### config.mk
export PLATFORM = sky130hd
export DESIGN_NAME = iddmm_mul_arbiter
export DESIGN_NICKNAME = d
export VERILOG_FILES = /design/src/rtl/iddmm_mul_pkg.sv /design/src/rtl/iddmm_mul_rsp_fifo.sv /design/src/rtl/iddmm_mul_arbiter.sv
export SDC_FILE = /design/constraint.sdc
export NUM_CORES = 2
export LEC_CHECK = 0
export CORE_AREA = 2 2 605 607
export CTS_CLUSTER_SIZE = 20
export DETAILED_ROUTE_END_ITERATION = 8
export DIE_AREA = 0 0 607 609
export DONT_BUFFER_PORTS = 1
export GPL_TIMING_DRIVEN = 0
export PLACE_DENSITY = 0.3
export SYNTH_ARGS = -nofsm -noshare
export SYNTH_HDL_FRONTEND = slang
export SYNTH_SLANG_ARGS = --single-unit
### constraint.sdc
create_clock -name clk -period 9.4 [get_ports clk]
set_clock_uncertainty 0.15 [all_clocks]
set_input_delay 1.41 -clock clk [delete_from_list [all_inputs] [get_ports clk]]
set_output_delay 1.41 -clock clk [all_outputs]
set_load 0.03 [all_outputs]
### src/rtl/iddmm_mul_pkg.sv
// Shared constants and types for the IDDMM multiplier arbiter.
package iddmm_mul_pkg;

  localparam int unsigned NUM_REQ     = 4;
  localparam int unsigned MUL_W       = 128;
  localparam int unsigned MUL_LATENCY = 6;
  localparam int unsigned FIFO_DEPTH  = 8;
  localparam int unsigned ID_W        = $clog2(NUM_REQ);

  // One stage of the in-flight tag pipe, travelling alongside the multiplier.
  typedef struct packed {
    logic            vld;
    logic [ID_W-1:0] id;
  } mul_tag_t;

  // One buffered response: originating requester plus its product.
  typedef struct packed {
    logic [ID_W-1:0]  id;
    logic [MUL_W-1:0] data;
  } mul_rsp_t;

endpackage

### src/rtl/iddmm_mul_rsp_fifo.sv
// First-word-fall-through response FIFO. The output reads as zero while empty.
module iddmm_mul_rsp_fifo
  import iddmm_mul_pkg::*;
#(
  parameter int unsigned DEPTH = 8,
  parameter type         T     = mul_rsp_t
) (
  input  logic clk,
  input  logic rst,
  input  logic push,
  input  T     din,
  input  logic pop,
  output T     dout,
  output logic empty
);

  localparam int unsigned AW = (DEPTH > 1) ? $clog2(DEPTH) : 1;
  localparam int unsigned CW = $clog2(DEPTH + 1);

  T              mem [DEPTH];
  logic [AW-1:0] wr_q;
  logic [AW-1:0] rd_q;
  logic [CW-1:0] cnt_q;
  logic          do_pop;

  function automatic logic [AW-1:0] nxt(input logic [AW-1:0] p);
    return (p == AW'(DEPTH - 1)) ? '0 : p + 1'b1;
  endfunction

  assign empty  = (cnt_q == '0);
  assign do_pop = pop && !empty;
  assign dout   = empty ? T'('0) : mem[rd_q];

  // Storage write; contents need no reset since reads are gated by the count.
  always_ff @(posedge clk) begin
    if (push) mem[wr_q] <= din;
  end

  // Pointer and occupancy tracking.
  always_ff @(posedge clk or posedge rst) begin
    if (rst) begin
      wr_q  <= '0;
      rd_q  <= '0;
      cnt_q <= '0;
    end else begin
      assert (!(push && cnt_q == CW'(DEPTH)));
      if (push)   wr_q <= nxt(wr_q);
      if (do_pop) rd_q <= nxt(rd_q);
      if (push && !do_pop)      cnt_q <= cnt_q + 1'b1;
      else if (!push && do_pop) cnt_q <= cnt_q - 1'b1;
    end
  end

endmodule

### src/rtl/iddmm_mul_arbiter.sv
// Round-robin sharing of one non-stallable pipelined multiplier between
// several requesters, with credit-protected in-order response buffering.
// Parameter overrides must agree with iddmm_mul_pkg, whose types size the
// tag pipe and response FIFO.
module iddmm_mul_arbiter #(
  parameter int unsigned NUM_REQ     = iddmm_mul_pkg::NUM_REQ,
  parameter int unsigned MUL_W       = iddmm_mul_pkg::MUL_W,
  parameter int unsigned MUL_LATENCY = iddmm_mul_pkg::MUL_LATENCY,
  parameter int unsigned FIFO_DEPTH  = iddmm_mul_pkg::FIFO_DEPTH
) (
  input  logic                       clk,
  input  logic                       rst,
  input  logic [NUM_REQ-1:0]         req_valid,
  input  logic [NUM_REQ*MUL_W-1:0]   req_x,
  input  logic [NUM_REQ*MUL_W-1:0]   req_y,
  output logic [NUM_REQ-1:0]         req_ready,
  output logic [MUL_W-1:0]           mul_x,
  output logic [MUL_W-1:0]           mul_y,
  input  logic [MUL_W-1:0]           mul_result,
  output logic                       rsp_valid,
  input  logic                       rsp_ready,
  output logic [$clog2(NUM_REQ)-1:0] rsp_id,
  output logic [MUL_W-1:0]           rsp_data,
  output logic                       busy
);

  import iddmm_mul_pkg::*;

  localparam int unsigned CNT_W = $clog2(FIFO_DEPTH + 1);

  logic [MUL_W-1:0] x_arr [NUM_REQ];
  logic [MUL_W-1:0] y_arr [NUM_REQ];
  mul_tag_t         tag_q [MUL_LATENCY];
  logic [CNT_W-1:0] cnt_q;
  logic [ID_W-1:0]  ptr_q;
  logic             issue_ok;
  logic             grant_any;
  logic [ID_W-1:0]  grant_id;
  logic [ID_W-1:0]  cand_id;
  logic             fifo_push;
  logic             fifo_pop;
  logic             fifo_empty;
  mul_rsp_t         fifo_din;
  mul_rsp_t         fifo_dout;

  for (genvar g = 0; g < NUM_REQ; g++) begin : g_unpack
    assign x_arr[g] = req_x[g*MUL_W +: MUL_W];
    assign y_arr[g] = req_y[g*MUL_W +: MUL_W];
  end

  // Credits count issued-but-not-popped products, so the FIFO can always
  // absorb everything still inside the multiplier.
  assign issue_ok = cnt_q < CNT_W'(FIFO_DEPTH);

  // Round-robin search for the first valid requester starting at ptr_q.
  always_comb begin
    grant_any = 1'b0;
    grant_id  = '0;
    cand_id   = '0;
    req_ready = '0;
    if (issue_ok) begin
      for (int unsigned k = 0; k < NUM_REQ; k++) begin
        cand_id = ID_W'((32'(ptr_q) + k) % NUM_REQ);
        if (!grant_any && req_valid[cand_id]) begin
          grant_any          = 1'b1;
          grant_id           = cand_id;
          req_ready[cand_id] = 1'b1;
        end
      end
    end
  end

  // Operand steering to the multiplier; zero when nothing is granted.
  always_comb begin
    mul_x = '0;
    mul_y = '0;
    if (grant_any) begin
      mul_x = x_arr[grant_id];
      mul_y = y_arr[grant_id];
    end
  end

  // Round-robin pointer and credit counter.
  always_ff @(posedge clk or posedge rst) begin
    if (rst) begin
      ptr_q <= '0;
      cnt_q <= '0;
    end else begin
      if (grant_any)
        ptr_q <= (grant_id == ID_W'(NUM_REQ - 1)) ? '0 : grant_id + 1'b1;
      if (grant_any && !fifo_pop)      cnt_q <= cnt_q + 1'b1;
      else if (!grant_any && fifo_pop) cnt_q <= cnt_q - 1'b1;
    end
  end

  // Tag pipe; the last stage lines up with the product on mul_result.
  always_ff @(posedge clk or posedge rst) begin
    if (rst) begin
      for (int unsigned k = 0; k < MUL_LATENCY; k++) tag_q[k] <= '0;
    end else begin
      tag_q[0] <= '{vld: grant_any, id: grant_id};
      for (int unsigned k = 1; k < MUL_LATENCY; k++) tag_q[k] <= tag_q[k-1];
    end
  end

  assign fifo_push = tag_q[MUL_LATENCY-1].vld;
  assign fifo_din  = '{id: tag_q[MUL_LATENCY-1].id, data: mul_result};
  assign fifo_pop  = rsp_valid && rsp_ready;

  iddmm_mul_rsp_fifo #(
    .DEPTH (FIFO_DEPTH),
    .T     (mul_rsp_t)
  ) u_rsp_fifo (
    .clk   (clk),
    .rst   (rst),
    .push  (fifo_push),
    .din   (fifo_din),
    .pop   (fifo_pop),
    .dout  (fifo_dout),
    .empty (fifo_empty)
  );

  assign rsp_valid = !fifo_empty;
  assign rsp_id    = fifo_dout.id;
  assign rsp_data  = fifo_dout.data;
  assign busy      = (cnt_q != '0);

endmodule

==> impl_results.md <==
* Status: finished, violations left
* Violated checks: capacitance limit, slew limit
* Nets@finish at 4148
* Reg2reg end: tag_q[16]$_DFF_PP0_
* Netlist cell types at 42
* Hold wc startpoint: tag_q[4]$_DFF_PP0_
* Worst-Skew Late Latency at 0.80 ns
* Vias per Instance at a little under 4
* DR WL met2 at 171000 µm
* Largest stage delay on the critical path at approximately 1.1 ns
* Post-CTS Setup Bufs at 0
* FP Rows at 222
* Layout Cells excl Fill at around 8100
* Placer congestion estimate at 1.37
* H-tree levels at 4
* Per-cell routed wire length at ~48 µm
* CTS Hold Bufs at 0
* Largest net degree at the start of global routing at 24
* Pins Over Slew Limit at 9
* Met3 wire length at around 43000 µm
* Die area at around 370000 µm²
* Chip Height at ~610 µm
* Wl on met1 at between 150000 and 200000 µm
* Number of DRC markers after the initial detailed-route iteration at 3476
* Synth Cell Area at between 40000 and 50000 µm²
* Crit Path Max Fanout at 10
* CTS resizes at 0
* Worst EP arrival at 6.64 ns
* Final hold viol count at 0
* Worst Hold Depth at 0
* Placed insts at approximately 7600
* CP required at roughly 8 ns
* Via count at 31300
* Minimum clock period at just over 8 ns
* CTS tree: done
* Die width at roughly 610 µm
* Post-synthesis cell count at 2703
* Hold EP: fifo_din[129]$_DFF_PP0_
* RR Startpoint: ptr_q[0]$_DFFE_PP0P_
* Max_cap viols at 8
* Final setup fails at 0
* Ys Warns at 0
* Synth Register Bits at around 1100
* R2r worst-path depth at 11
* Avg Inst Size Synth at around 18 µm²
* Final ANT Viol Nets at 0
* P&R area growth vs syn at 28.0%
* Commonest non-fill, non-tap cell in the layout: edfxtp_1
* Hold WC Path Type: reg2reg
* Worst Setup End Kind: output pin
* Sequential cell area fraction in the yosys report at 65.3%
* Max Root-Sink Buffers at 4
* CP Launch Point: ptr_q[0]$_DFFE_PP0P_
* Worst-Margin Slew at about 1.6 ns
* DRC at 0
* Total power at 28.5 mW
* Final Core Density at roughly 17%
* Critical path type: reg2out
* Detailed Route WL at approximately 390000 µm
* Fin Hold WS at about 0.20 ns
* Tot GR Track Use at 20.3%
* Final period util at just under 90%
* Slowest cell on the critical path: clkbuf_1
* HPWL after DPL at ~330000 µm
* Critical-path cell list: buf_4, inv_1, ha_1, buf_4, or3b_1, a211o_1, nand3_2, o21ai_2, clkbuf_1, clkbuf_1, o22ai_2
* Max_slew headroom at -13.0%
* First-pass GRT wire length at roughly 460000 µm
* Grt ovf at 0
* RSZ-0062 raised after global routing: no
* Inserted Clock Buffers at 141
* DR pass1 iterations at 6
* Reg2reg setup slack at roughly 4.5 ns
* Startpoint types: flip-flop
* Commonest cells after routing, fill and taps aside: 1040 x edfxtp_1, 598 x mux2i_1, 261 x mux4_2
* Core area at roughly 360000 µm²
* Syn_nets at a little under 4000
* Pwr dens at ~450 nW/µm²
* Starting Density at between 10% and 20%
* Reg clk slew, reported paths at 0.07 ns
* Share of post-route cells with drive strength above 1 at a little over a quarter
* Root Buffer: clkbuf_16
* CTS Sinks at ~1100
* # fillers at 39300
* Ports at 1551
* Vias in the first global route at about 30000
* Worst vdd ir at ~0.44 mV
* Static leakage at between 20 and 25 nW
* IO buf count at 0
* Fmax achieved at around 120 MHz
* Antenna violations before repair at 310
* Max layer used: met5
-- logic make-up after synthesis --
logic type,count (synthesis),share of synthesized area (%)
AOI/OAI and AO/OA,290,3.72
xor gates and xnor gates,10,0.178
adders and majority gates,20,0.540
buffers and inverters,216,3.41
DFF,1074,65.3
muxes,916,25.3
and+or+nand+nor,177,1.51
-- area by class of cell --
| cell class | instances | area (µm²) | share of cell area (%) |
|---|---|---|---|
| sequential | 1074 | 32100 | 51.0 |
| multi-input combinational | 1413 | 16000 | 25.5 |
| tap | 4816 | 6030 | 9.58 |
| clock buffer | 182 | 3780 | 6.02 |
| timing repair buffer | 123 | 2270 | 3.60 |
| buffer | 208 | 1660 | 2.64 |
| clock inverter | 65 | 569 | 0.905 |
| antenna | 170 | 425 | 0.677 |
| inverter | 8 | 30.0 | 0.0478 |
-- registers in the layout (all words and copies together) (netlist names) --
register	count
cnt_q	4
fifo_din	2
fifo_push	1
ptr_q	2
tag_q	15
u_rsp_fifo.cnt_q	4
u_rsp_fifo.mem	1040
u_rsp_fifo.rd_q	3
u_rsp_fifo.wr_q	3
-- metal layers --
metal	vias up	GRT usage, %
met5	-	1.12
met4	76	9.47
met3	574	9.14
met2	2159	30.7
met1	16600	24.5
li1	11900	-
-- cells in the mapped netlist (all sizes together) --
library cell,count,area [µm²]
clkbuf,77,293
a21o,5,37.5
nand2,7,26.3
buf,131,1350
edfxtp,1040,31200
a22oi,8,60.1
mux2i,647,6480
or3b,1,8.76
nand3,3,25.0
nand2b,7,43.8
o21a,1,7.51
o22ai,257,1610
o21ai,11,62.6
xor2,2,17.5
nor2,143,537
xnor2,8,70.1
nor2b,5,31.3
nor3b,2,15.0
dfrtp,34,851
mux4,261,5880
nor4,2,12.5
fa,2,40.0
a211o,1,8.76
a211oi,1,12.5
or4,1,7.51
nand3b,1,7.51
inv,8,30.0
nor3,5,25.0
a21oi,6,30.0
mux2,8,90.1
ha,18,225
-- power by group --
group	switching, mW	internal, mW	leakage (nW)
registers	0.214	6.20	9.86
logic	12.3	4.58	8.12
clock network	2.18	3.00	2.13
total	14.7	13.8	20.1
-- how the worst max path moves through the flow --
stage,to,slack [ns],depth (start not counted)
finish,mul_y[99],1.20,11
floorplan,u_rsp_fifo.mem[6][0]$_DFFE_PP_,2.60,2
global route,mul_y[98],0.98,11
global placement,u_rsp_fifo.mem[6][0]$_DFFE_PP_,-6.65,2
CTS,mul_y[98],0.99,11
detailed placement,mul_y[98],1.78,8
-- critical path: cells and delay by family, from the launching register on --
family / cells / cell delay (ns)
fa+ha+maj: 1 / 0.32
buf+inv: 5 / 2.61
flops: 1 / 0.59
simple gates: 2 / 0.28
compound gates: 3 / 1.92
-- through the flow --
| step | TNS [ns] | setup slack [ns] | cell area [µm²] |
|---|---|---|---|
| after floorplan | 0 | 2.60 | 49100 |
| after global placement | -6407.38 | -6.65 | 55200 |
| after detailed placement | 0 | 1.78 | 58100 |
| after CTS | 0 | 0.987 | 62400 |
| after global routing | 0 | 0.980 | 62700 |
| final | 0 | 1.20 | 62900 |
(Power assumes the default switching activity.)
